File: config.mk
export PLATFORM = sky130hd
export DESIGN_NAME = deint_measurement_engine_flat
export DESIGN_NICKNAME = d
export VERILOG_FILES = /design/src/rtl/deint_measurement_engine_if.sv /design/src/rtl/deint_measurement_engine.sv /design/src/flat_wrapper.sv
export SDC_FILE = /design/constraint.sdc
export NUM_CORES = 1
export LEC_CHECK = 0
export ABC_CLOCK_PERIOD_IN_PS = 2290
export CAP_MARGIN = 20
export CORE_ASPECT_RATIO = 0.9
export CORE_MARGIN = 2
export CORE_UTILIZATION = 25
export CTS_CLUSTER_SIZE = 14
export DETAILED_ROUTE_END_ITERATION = 16
export PLACE_DENSITY_LB_ADDON = 0.1
export SLEW_MARGIN = 25
export SYNTH_ARGS = -nofsm -noshare
export SYNTH_HDL_FRONTEND = slang
export SYNTH_SLANG_ARGS = --single-unit
File: constraint.sdc
create_clock -name clk_i -period 2.29 [get_ports clk_i]
set_input_delay 0.3435 -clock clk_i [delete_from_list [all_inputs] [get_ports clk_i]]
set_output_delay 0.3435 -clock clk_i [all_outputs]
set_load 0.02 [all_outputs]
File: src/rtl/deint_measurement_engine_if.sv
// Command, live-status and result handshake bundle for the deintegration measurement engine.
// The engine connects through the slave modport; the driving side uses master.
interface deint_measurement_engine_if #(
  parameter int WIDTH = 12
);
  logic             start_i;
  logic             abort_i;
  logic             pulse_en_i;
  logic             stop_i;
  logic             result_ready_i;
  logic [WIDTH-1:0] count_o;
  logic             busy_o;
  logic [WIDTH-1:0] result_data_o;
  logic             result_overflow_o;
  logic             result_valid_o;

  modport slave (
    input  start_i, abort_i, pulse_en_i, stop_i, result_ready_i,
    output count_o, busy_o, result_data_o, result_overflow_o, result_valid_o
  );

  modport master (
    output start_i, abort_i, pulse_en_i, stop_i, result_ready_i,
    input  count_o, busy_o, result_data_o, result_overflow_o, result_valid_o
  );
endinterface

File: src/rtl/deint_measurement_engine.sv
// Deintegration pulse counter: counts pulses between start and comparator stop,
// applies offset calibration and timeout detection, and holds one result for a valid/ready readout.
module deint_measurement_engine #(
  parameter int WIDTH      = 12,
  parameter int MAX_COUNT  = (1 << WIDTH) - 1,
  parameter int CAL_OFFSET = 0
) (
  input  logic                          clk_i,
  input  logic                          rst_i,
  deint_measurement_engine_if.slave     bus
);

  typedef enum logic [1:0] {IDLE, COUNT, HOLD} state_e;

  localparam logic [WIDTH:0] MAX_EXT = (WIDTH+1)'(MAX_COUNT);
  localparam logic [WIDTH:0] CAL_EXT = (WIDTH+1)'(CAL_OFFSET);

  state_e           state_q, state_d;
  logic [WIDTH-1:0] count_q, count_d;
  logic [WIDTH-1:0] data_q, data_d;
  logic             ovf_q, ovf_d;

  // One bit of headroom so count+pulse and the offset subtraction can never wrap.
  logic [WIDTH:0]   sum;
  logic [WIDTH:0]   final_cnt;
  logic [WIDTH-1:0] calibrated;

  always_comb begin
    sum        = {1'b0, count_q} + {{WIDTH{1'b0}}, bus.pulse_en_i};
    final_cnt  = (sum > MAX_EXT) ? MAX_EXT : sum;
    calibrated = (final_cnt > CAL_EXT) ? WIDTH'(final_cnt - CAL_EXT) : '0;

    // NOTE: every next-state signal gets a default first so no path infers a latch.
    state_d = state_q;
    count_d = count_q;
    data_d  = data_q;
    ovf_d   = ovf_q;

    unique case (state_q)
      IDLE: begin
        if (bus.start_i) begin
          state_d = COUNT;
          count_d = '0;
        end
      end
      COUNT: begin
        if (bus.abort_i) begin
          state_d = IDLE;
          count_d = '0;
        end else if (bus.stop_i) begin
          state_d = HOLD;
          count_d = final_cnt[WIDTH-1:0];
          data_d  = calibrated;
          ovf_d   = 1'b0;
        end else if (bus.pulse_en_i && ({1'b0, count_q} == MAX_EXT)) begin
          // Timeout: report the raw limit, never offset-corrected.
          state_d = HOLD;
          data_d  = MAX_EXT[WIDTH-1:0];
          ovf_d   = 1'b1;
        end else if (bus.pulse_en_i) begin
          count_d = sum[WIDTH-1:0];
        end
      end
      HOLD: begin
        if (bus.abort_i) begin
          state_d = IDLE;
          count_d = '0;
        end else if (bus.result_ready_i && bus.start_i) begin
          state_d = COUNT;
          count_d = '0;
        end else if (bus.result_ready_i) begin
          state_d = IDLE;
        end
      end
      default: state_d = IDLE;
    endcase
  end

  // NOTE: state registers use non-blocking assignments so all flops update together on the edge.
  always_ff @(posedge clk_i or posedge rst_i) begin
    if (rst_i) begin
      state_q <= IDLE;
      count_q <= '0;
      data_q  <= '0;
      ovf_q   <= 1'b0;
    end else begin
      state_q <= state_d;
      count_q <= count_d;
      data_q  <= data_d;
      ovf_q   <= ovf_d;
    end
  end

  assign bus.count_o           = count_q;
  assign bus.busy_o            = (state_q == COUNT);
  assign bus.result_data_o     = data_q;
  assign bus.result_overflow_o = ovf_q;
  assign bus.result_valid_o    = (state_q == HOLD);

endmodule

File: src/flat_wrapper.sv
// flat-port wrapper written by rule: the top's interface ports become plain ports
module deint_measurement_engine_flat 
#(
  parameter int WIDTH      = 12,
  parameter int MAX_COUNT  = (1 << WIDTH) - 1,
  parameter int CAL_OFFSET = 0
)
  (clk_i, rst_i, bus_start_i, bus_abort_i, bus_pulse_en_i, bus_stop_i, bus_result_ready_i, bus_count_o, bus_busy_o, bus_result_data_o, bus_result_overflow_o, bus_result_valid_o);
  deint_measurement_engine_if #(.WIDTH(WIDTH)) bus_i ();
  input  logic clk_i;
  input  logic rst_i;
  input wire logic [$bits(bus_i.start_i)-1:0] bus_start_i;
  input wire logic [$bits(bus_i.abort_i)-1:0] bus_abort_i;
  input wire logic [$bits(bus_i.pulse_en_i)-1:0] bus_pulse_en_i;
  input wire logic [$bits(bus_i.stop_i)-1:0] bus_stop_i;
  input wire logic [$bits(bus_i.result_ready_i)-1:0] bus_result_ready_i;
  output wire logic [$bits(bus_i.count_o)-1:0] bus_count_o;
  output wire logic [$bits(bus_i.busy_o)-1:0] bus_busy_o;
  output wire logic [$bits(bus_i.result_data_o)-1:0] bus_result_data_o;
  output wire logic [$bits(bus_i.result_overflow_o)-1:0] bus_result_overflow_o;
  output wire logic [$bits(bus_i.result_valid_o)-1:0] bus_result_valid_o;
  assign bus_i.start_i = bus_start_i;
  assign bus_i.abort_i = bus_abort_i;
  assign bus_i.pulse_en_i = bus_pulse_en_i;
  assign bus_i.stop_i = bus_stop_i;
  assign bus_i.result_ready_i = bus_result_ready_i;
  assign bus_count_o = bus_i.count_o;
  assign bus_busy_o = bus_i.busy_o;
  assign bus_result_data_o = bus_i.result_data_o;
  assign bus_result_overflow_o = bus_i.result_overflow_o;
  assign bus_result_valid_o = bus_i.result_valid_o;
  deint_measurement_engine #(.WIDTH(WIDTH), .MAX_COUNT(MAX_COUNT), .CAL_OFFSET(CAL_OFFSET)) u_core (.clk_i(clk_i), .rst_i(rst_i), .bus(bus_i));
endmodule
==> run_summary.xml <==
<?xml version="1.0" encoding="UTF-8"?>
<metrics>
  <group name="outcome">
    <metric name="outcome" unit="">finished, final reports clean</metric>
  </group>
  <group name="global_routing">
    <metric name="first_global_vias" unit="">1409</metric>
    <metric name="global_route_total_overflow" unit="">0</metric>
    <metric name="grt_util_overall" unit="%">12.81</metric>
    <metric name="grtUsageMet2" unit="%">19.70</metric>
    <metric name="global_route.usage.met3" unit="%">2.287</metric>
    <metric name="grt_pass1_wl" unit="um">6934</metric>
    <metric name="globalRouteMet1Util" unit="%">17.97</metric>
    <metric name="initial_antenna_violation_count" unit="">0</metric>
    <metric name="pin_count_of_the_biggest_net_entering_global_routing" unit="">28</metric>
    <metric name="grt.busiest_layer" unit="">met2</metric>
  </group>
  <group name="setup_path">
    <metric name="critical_path_buf_inv_count" unit="">2</metric>
    <metric name="crit_fanout" unit="">19</metric>
    <metric name="timing.rr.start" unit="">u_core.state_q[0]</metric>
    <metric name="critPathLaunchType" unit="">input pin</metric>
    <metric name="timing.critical_path.cells" unit="">clkdlybuf4s50_1, buf_4, nor4b_1, o32ai_2, a21boi_2, a21oi_1, a21oi_1</metric>
    <metric name="crit_path_end_kind" unit="">flip-flop</metric>
    <metric name="critPathArrivalTime" unit="ns">2.28</metric>
    <metric name="critical_path.top_delay_family" unit="">compound AO/OA/AOI/OAI gates</metric>
    <metric name="cp_slowest_stage_delay" unit="ns">0.70</metric>
    <metric name="worst-endpoint-required" unit="ns">2.50</metric>
    <metric name="criticalPathCategory" unit="">input pin to flip-flop</metric>
    <metric name="slowest_stage" unit="">sky130_fd_sc_hd__a21boi_2</metric>
    <metric name="critical_path_launch_point" unit="">bus_pulse_en_i</metric>
    <metric name="path_common_cell" unit="">sky130_fd_sc_hd__a21oi_1</metric>
  </group>
  <group name="timing">
    <metric name="timing.final.setup_violations" unit="">0</metric>
    <metric name="setup-tns-final" unit="ns">0</metric>
    <metric name="tightestPinTransition" unit="ns">0.8301</metric>
    <metric name="hold-worst-slack" unit="ns">0.4190</metric>
    <metric name="timing.max_slew.rel_slack" unit="%">44.33</metric>
    <metric name="max_clock_freq" unit="MHz">484.6</metric>
    <metric name="timing_hold_violations_final" unit="">0</metric>
    <metric name="finalWorstSetupSlack" unit="ns">0.2266</metric>
    <metric name="unrepaired_setup_endpoints_after_global_routing" unit="">no</metric>
    <metric name="finClkSkew" unit="ns">0.01275</metric>
    <metric name="timing.final.max_slew_violations" unit="">0</metric>
    <metric name="post-route-period-util" unit="%">90.11</metric>
    <metric name="timing.final.crit_period" unit="ns">2.063</metric>
  </group>
  <group name="die">
    <metric name="rows" unit="">27</metric>
    <metric name="chipWidth" unit="um">87.61</metric>
    <metric name="initial_utilization" unit="%">25.72</metric>
    <metric name="core_area" unit="um2">6115</metric>
    <metric name="die-area" unit="um2">6942</metric>
    <metric name="die_height" unit="um">79.25</metric>
    <metric name="pin_count" unit="">34</metric>
  </group>
  <group name="routing">
    <metric name="drc_errors" unit="">0</metric>
    <metric name="wire_per_inst" unit="um">13.80</metric>
    <metric name="drt.antenna.violating_nets" unit="">0</metric>
    <metric name="detail_route.iter0.violations" unit="">39</metric>
    <metric name="drt-total-wl" unit="um">4071</metric>
    <metric name="vias" unit="">1401</metric>
    <metric name="dr.pass1.iters" unit="">6</metric>
    <metric name="viasPerCell" unit="">4.749</metric>
  </group>
  <group name="synth">
    <metric name="synth_area_leader_cell" unit="">sky130_fd_sc_hd__dfrtp_1</metric>
    <metric name="synth.area.top_cells" unit="">sky130_fd_sc_hd__dfrtp_1 (43%), sky130_fd_sc_hd__a21oi_1 (7.6%), sky130_fd_sc_hd__xnor2_1 (4.5%)</metric>
    <metric name="post_synth_most_frequent_cells" unit="">sky130_fd_sc_hd__dfrtp_1 (27), sky130_fd_sc_hd__a21oi_1 (24), sky130_fd_sc_hd__o21ai_0 (13)</metric>
    <metric name="synth_top_cell_area_share" unit="%">42.96</metric>
    <metric name="async_reset_ff_share" unit="%">100.0</metric>
    <metric name="netlist_instances" unit="">162</metric>
    <metric name="syn_nets" unit="">171</metric>
    <metric name="synth-warning-count" unit="">0</metric>
    <metric name="synth_seq_cells" unit="">27</metric>
    <metric name="synth_edf_count" unit="">0</metric>
    <metric name="synth.avg_cell_area" unit="um2">9.708</metric>
    <metric name="synthMostInstantiatedCell" unit="">sky130_fd_sc_hd__dfrtp_1</metric>
    <metric name="synthesis.area" unit="um2">1573</metric>
    <metric name="dominantRegCellSynth" unit="">sky130_fd_sc_hd__dfrtp_1</metric>
    <metric name="seq_area_frac_synth" unit="%">42.96</metric>
    <metric name="synth_cell_types" unit="">45</metric>
  </group>
  <group name="finish">
    <metric name="antennaDiodeCount" unit="">0</metric>
    <metric name="final_net_count" unit="">218</metric>
    <metric name="synthToLayoutAreaGrowth" unit="%">35.56</metric>
    <metric name="finish.cell_count_without_fillers" unit="">295</metric>
    <metric name="post-route-cell-area" unit="um2">2132</metric>
    <metric name="final_layout_size_suffix_gt1_share" unit="%">17.31</metric>
    <metric name="postLayoutCoreUtil" unit="%">34.87</metric>
    <metric name="num-fill-cells" unit="">624</metric>
  </group>
  <group name="flow_run">
    <metric name="maxCapViolCount" unit="">0</metric>
  </group>
  <group name="clock_network">
    <metric name="ctsHtreeMaxLevel" unit="">1</metric>
    <metric name="clk_latency" unit="ns">0.28</metric>
    <metric name="clock_sinks" unit="">27</metric>
    <metric name="path_clk_slew" unit="ns">0.10</metric>
    <metric name="cts_hold_buffers" unit="">0</metric>
    <metric name="post_cts_resized" unit="">0</metric>
    <metric name="cts_root_cell" unit="">sky130_fd_sc_hd__clkbuf_8</metric>
    <metric name="max-clock-path-buffers" unit="">2</metric>
    <metric name="tritoncts" unit="">yes</metric>
    <metric name="cts_inserted_buffers" unit="">3</metric>
    <metric name="cts.repair_timing.setup_buffer_count" unit="">0</metric>
  </group>
  <group name="power_and_ir_drop">
    <metric name="power_density" unit="nW/um2">627.0</metric>
    <metric name="total_power" unit="mW">1.337</metric>
    <metric name="max_ir_drop_vdd" unit="V">0.0002085</metric>
    <metric name="leakage" unit="nW">0.9051</metric>
  </group>
  <group name="placement">
    <metric name="io_buffers" unit="">33</metric>
    <metric name="dp_slack" unit="ns">-0.004306</metric>
    <metric name="post-dp-hpwl" unit="um">2989</metric>
    <metric name="placed_area" unit="um2">2086</metric>
    <metric name="gp_congestion" unit="">0.7853</metric>
    <metric name="post-place-cells" unit="">291</metric>
  </group>
  <group name="hold_path">
    <metric name="hold_path_class" unit="">input pin to async pin</metric>
  </group>
</metrics>
==> layout by cell type (no fill, tap or decap), drive strengths merged, types with 3 or more instances in the layout <==
cell type	n
a2bb2oi	4
nand2	10
a21oi	24
a22oi	4
buf	16
inv	8
xnor2	8
and2	3
a21o	7
nand4	4
nor2	6
clkbuf	3
clkdlybuf4s50	33
o21ai	15
dfrtp	27
nand3	4
nor2b	3
and3	4
==> worst register-to-register path: stages (launching register included) <==
cell	delay (ns)
sky130_fd_sc_hd__dfrtp_1	0.45
sky130_fd_sc_hd__nor4b_1	0.18
sky130_fd_sc_hd__o32ai_2	0.22
sky130_fd_sc_hd__a21boi_2	0.70
sky130_fd_sc_hd__a21oi_1	0.20
sky130_fd_sc_hd__a21oi_1	0.16
==> sequential cells by signal (all words and copies together), names as in the netlist <==
name / cells
u_core.bus.count_o: 12
u_core.bus.result_data_o: 12
u_core.state_q: 2
u_core.bus.result_overflow_o: 1
==> final timing paths <==
| kind | end | slack, ns | depth (start not counted) |
|---|---|---|---|
| worst max-delay path | u_core.bus.count_o[4] | 0.23 | 7 |
| worst min-delay path | u_core.bus.result_data_o[5] | 0.42 | 3 |
| worst max register to register | u_core.bus.count_o[4] | 0.33 | 5 |
| worst min register to register | u_core.bus.result_data_o[2] | 0.49 | 1 |
| max in group asynchronous | u_core.bus.count_o[11] | 1.59 | 3 |
| min in group clk_i | u_core.bus.result_data_o[2] | 0.49 | 1 |
==> where the power goes <==
part	switching, mW	leakage (nW)	internal, mW
combinational	0.230	0.526	0.232
sequential	0.0448	0.354	0.551
clock	0.156	0.0255	0.122
total	0.432	0.905	0.905
==> final cells by class <==
type	instances	area, um2	area share, %
well taps	87	108.9	5.106
repair buffers	49	450.4	21.13
clock buffers	3	41.29	1.937
clock inverters	1	5.005	0.2347
multi-input cells	120	820.8	38.50
flip-flops and latches	27	675.6	31.69
inverters	8	30.03	1.408
==> layer usage <==
layer  wire length (um)  part of all wire [%]  vias up
li1                   -                     -      682
met1               2019                    50      680
met2               1839                    45       33
met3                154                   3.8        6
met4                 57                   1.4        0
met5                  0                     0        -
==> cell families (layout without fill, tap and decap cells) <==
logic type | Yosys count | count (layout) | synth area share (%)
AOI/OAI and AO/OA | 62 | 62 | 24.66
and+or+nand+nor | 46 | 46 | 20.21
DFF | 27 | 27 | 42.96
buffers and inverters | 15 | 61 | 4.853
xor gates and xnor gates | 9 | 9 | 5.012
adders and majority gates | 2 | 2 | 1.591
muxes | 1 | 1 | 0.7159
Note: power is estimated with default switching activity, not from simulation.
==> RTL change 1: new RTL, same settings <==
`WIDTH` is set to 12 in 3 places; all go to 11.
--- a/src/rtl/deint_measurement_engine_if.sv
+++ b/src/rtl/deint_measurement_engine_if.sv
@@ -3,3 +3,3 @@
 interface deint_measurement_engine_if #(
-  parameter int WIDTH = 12
+  parameter int WIDTH = 11
 );
--- a/src/rtl/deint_measurement_engine.sv
+++ b/src/rtl/deint_measurement_engine.sv
@@ -3,3 +3,3 @@
 module deint_measurement_engine #(
-  parameter int WIDTH      = 12,
+  parameter int WIDTH      = 11,
   parameter int MAX_COUNT  = (1 << WIDTH) - 1,
--- a/src/flat_wrapper.sv
+++ b/src/flat_wrapper.sv
@@ -3,3 +3,3 @@
 #(
-  parameter int WIDTH      = 12,
+  parameter int WIDTH      = 11,
   parameter int MAX_COUNT  = (1 << WIDTH) - 1,
Interface: changed (resized bus_count_o and bus_result_data_o); port bits go from 34 to 32. No check against the original RTL was run, so the function may have changed too.
==> RTL change 1 against the original RTL <==
Worst setup slack better by 140 ps; sequential power shrank 3%; area after synthesis fell by 5.0%; sequential share of layout area fell by 0.18 points; clock skew is 9.3 ps lower; total power down 1.4%; register-to-register slack improved by 120 ps; sequential cell count is 2 lower; wire length is 5.1% lower; critical endpoint is now u_core.bus.count_o[8]; final area decreased by 6.9%; final cell count decreased by 12%; synthesized cell count shrank 6.2%; maximum frequency rose by 7.1%.
==> RTL change 1: results (changes against the original RTL) <==
Slew HR=75.3% (was 44.3%); CP max FO=7 (was 19); detailed placement HPWL=2970 µm (was 2990 µm); worst reg2reg startpoint=u_core.bus.count_o[5] (was u_core.state_q[0]); vias in the first global route=1295 (was 1409); routed len/inst=14.8 µm (was 13.8 µm); largest cells by area after synthesis=dfrtp_1 (42%), a2bb2oi_2 (10%), a21oi_1 (7.7%), o21ai_0 (3.4%), nand2_1 (3.3%) (was dfrtp_1 (43%), a21oi_1 (7.6%), xnor2_1 (4.5%), o21ai_0 (4.1%), a21o_1 (3.3%)); reg2reg setup slack=450 ps (was 330 ps); Bufs and invs on worst path=1 (was 2); Cell variety after synth=35 (was 45); nets=201 (was 218); share of layout cells above drive strength 1=18.8% (was 17.3%); largest net degree at the start of global routing=26 (was 28); r2r worst-path depth=6 (was 5); Iter 0 DRT Violations=53 (was 39); Area after DPL=1940 µm² (was 2090 µm²); Synth Net Count=161 (was 171); status=finished clean (unchanged); routability cong.=0.829 (was 0.785); initial core utilization=26.1% (was 25.7%); WP data arrival=2120 ps (was 2280 ps); maximum vdd drop=0.400 mV (was 0.208 mV); reg2reg end=u_core.bus.count_o[8] (was u_core.bus.count_o[4]); CP peak stage delay=540 ps (was 700 ps); CP max-delay cell=clkdlybuf4s50_1 (was a21boi_2); initial antenna violation count=0 (unchanged); first-pass GRT wire length=6700 µm (was 6930 µm); final setup skew=3.43 ps (was 12.8 ps); Seq/Total Area, Yosys=41.9% (was 43.0%)
RTL change 1: final cells by class:
class                      count  area (µm²)
sequential                    25         626
clock buffer                   4        45.0
multi-input combinational    111         786
inverter                       5        18.8
tap                           70        87.6
timing repair buffer          46         423
fill                         589        3740
RTL change 1: kinds of logic (layout without fill, tap and decap cells):
logic type / Yosys count / count (layout) / share of synthesized area [%]
AO/OA/AOI/OAI: 54 / 54 / 27.4
adder cells (fa/ha/maj): 2 / 2 / 1.67
flip-flops: 25 / 25 / 41.9
multiplexers: 1 / 1 / 0.754
XOR/XNOR: 8 / 8 / 4.69
buffers and inverters: 16 / 55 / 5.53
AND/OR/NAND/NOR: 46 / 46 / 18.1
RTL change 1: routing by layer:
metal	up-vias	global-route usage, %	routed length, µm
met4	0	3.02	25
met3	2	3.72	232
li1	637	-	-
met1	606	18.1	1890
met5	-	0	0
met2	38	18.8	1720
RTL change 1: how the worst max path moves through the flow:
stage,start,end,slack [ps],cells after the start
after floorplan,u_core.bus.count_o[0],u_core.bus.result_data_o[0],520,6
after global placement,bus_pulse_en_i,u_core.bus.count_o[8],50,7
after detailed placement,bus_pulse_en_i,u_core.bus.count_o[8],90,7
after CTS,u_core.state_q[1],bus_busy_o,360,3
after global routing,bus_pulse_en_i,u_core.bus.count_o[8],230,7
final,bus_pulse_en_i,u_core.bus.count_o[8],360,7
RTL change 1: where the power goes:
group	internal, µW	switching, µW	total, µW
Clock	124	136	261
Combinational	264	218	481
Sequential	514	62.1	576
Total	902	416	1320
RTL change 1: through the flow:
stage / hold WS [ps] / std cells / setup WS (ps) / util, %
2_1_floorplan: 371 / 152 / 521 / -
3_3_place_gp: 510 / 257 / 54.3 / 33.9
3_5_place_dp: 517 / 257 / 92.3 / 33.9
4_1_cts: 443 / 261 / 364 / 34.7
5_1_grt: 467 / 261 / 232 / 34.7
6_report: 428 / 261 / 363 / 34.7
RTL change 1: worst reg2reg max path, cell delays in order, from the launching register on:
cell	delay, ps
dfrtp_1	520
nand4_4	190
nor4_4	430
a211oi_2	160
buf_4	210
a21oi_1	160
a21oi_1	60
==> RTL change 2: new RTL, same flow settings <==
Made on the original files. Encoding of `state_e`: now one-hot (3 bits for 3 states).
--- a/src/rtl/deint_measurement_engine.sv
+++ b/src/rtl/deint_measurement_engine.sv
@@ -12,3 +12,3 @@
 
-  typedef enum logic [1:0] {IDLE, COUNT, HOLD} state_e;
+  typedef enum logic [2:0] {IDLE = 3'b001, COUNT = 3'b010, HOLD = 3'b100} state_e;
 
Function: no difference found for any inputs over 10 cycles, from zero or initial values and one cycle with rst_i high; not proved beyond that.
==> RTL change 2 against the original RTL <==
Total power is 50% higher; area after synthesis rose by 3.1%; sequential cell count rose by 1; largest cell class unchanged; non-clock buffer count grew 5; clock skew shrank 3.5 ps; wire length increased by 12%; final area increased by 5.5%; critical endpoint is now bus_busy_o; worst setup slack worse by 140 ps.
==> RTL change 2: results (changes against the original RTL) <==
Metal-1 WL=2380 µm (was 2020 µm); met1 Usage GRT=19.8% (was 18.0%); status=finished clean (unchanged); WP data arrival=1860 ps (was 2280 ps); worst-margin pin slew=428 ps (was 830 ps); router iterations before antenna repair=4 (was 6); M3 GR Usage=2.98% (was 2.29%); largest net degree at the start of global routing=29 (was 28); nonclk buf count=54 (was 49); Cell variety after synth=40 (was 45); Iter 0 DRT Violations=64 (was 39); switching part of the total=35.7% (was 32.3%); Area after DPL=2170 µm² (was 2090 µm²); Cells after Synth=175 (was 162); final setup skew=9.21 ps (was 12.8 ps); nets=232 (was 218); CP max-delay cell=clkdlybuf4s50_1 (was a21boi_2); worst reg2reg startpoint=u_core.bus.count_o[3] (was u_core.state_q[0]); share of layout cells above drive strength 1=16.7% (was 17.3%); clock-cell share of area=3.17% (was 2.17%); Leak Pwr=0.000914 µW (was 0.000905 µW); post-synth top area share=41.7% (was 43.0%); WHS=385 ps (was 419 ps); delay-heaviest family, CP=buffers and inverters (was compound AO/OA/AOI/OAI gates); register area=702 µm² (was 676 µm²)
[RTL change 2: worst min-delay path, stage by stage]
cell,delay [ps]
clkdlybuf4s50_1,400
inv_1,90
buf_12,200
[RTL change 2: power groups by stage]
stage | sequential [µW] | clock (µW) | combinational (µW)
2_1_floorplan | 849 | 0 | 385
6_report | 741 | 399 | 870
5_1_grt | 765 | 437 | 937
3_5_place_dp | 747 | 0 | 874
3_3_place_gp | 740 | 0 | 870
4_1_cts | 742 | 415 | 878
[RTL change 2: cell families after synthesis]
| logic type | count (synthesis) | synth area share, % |
|---|---|---|
| adders and majority gates | 2 | 1.54 |
| buffers and inverters | 16 | 5.48 |
| muxes | 4 | 3.24 |
| AOI/OAI and AO/OA | 58 | 21.9 |
| and+or+nand+nor | 57 | 19.1 |
| xor gates and xnor gates | 10 | 5.40 |
| DFF | 28 | 43.3 |
[RTL change 2: repair_timing]
item                       4_1_cts  5_1_grt
setup endpoints to repair        1        0
setup buffers                    0        0
resized for setup                1        0
hold buffers                     0        0
hold endpoints to repair         0        0
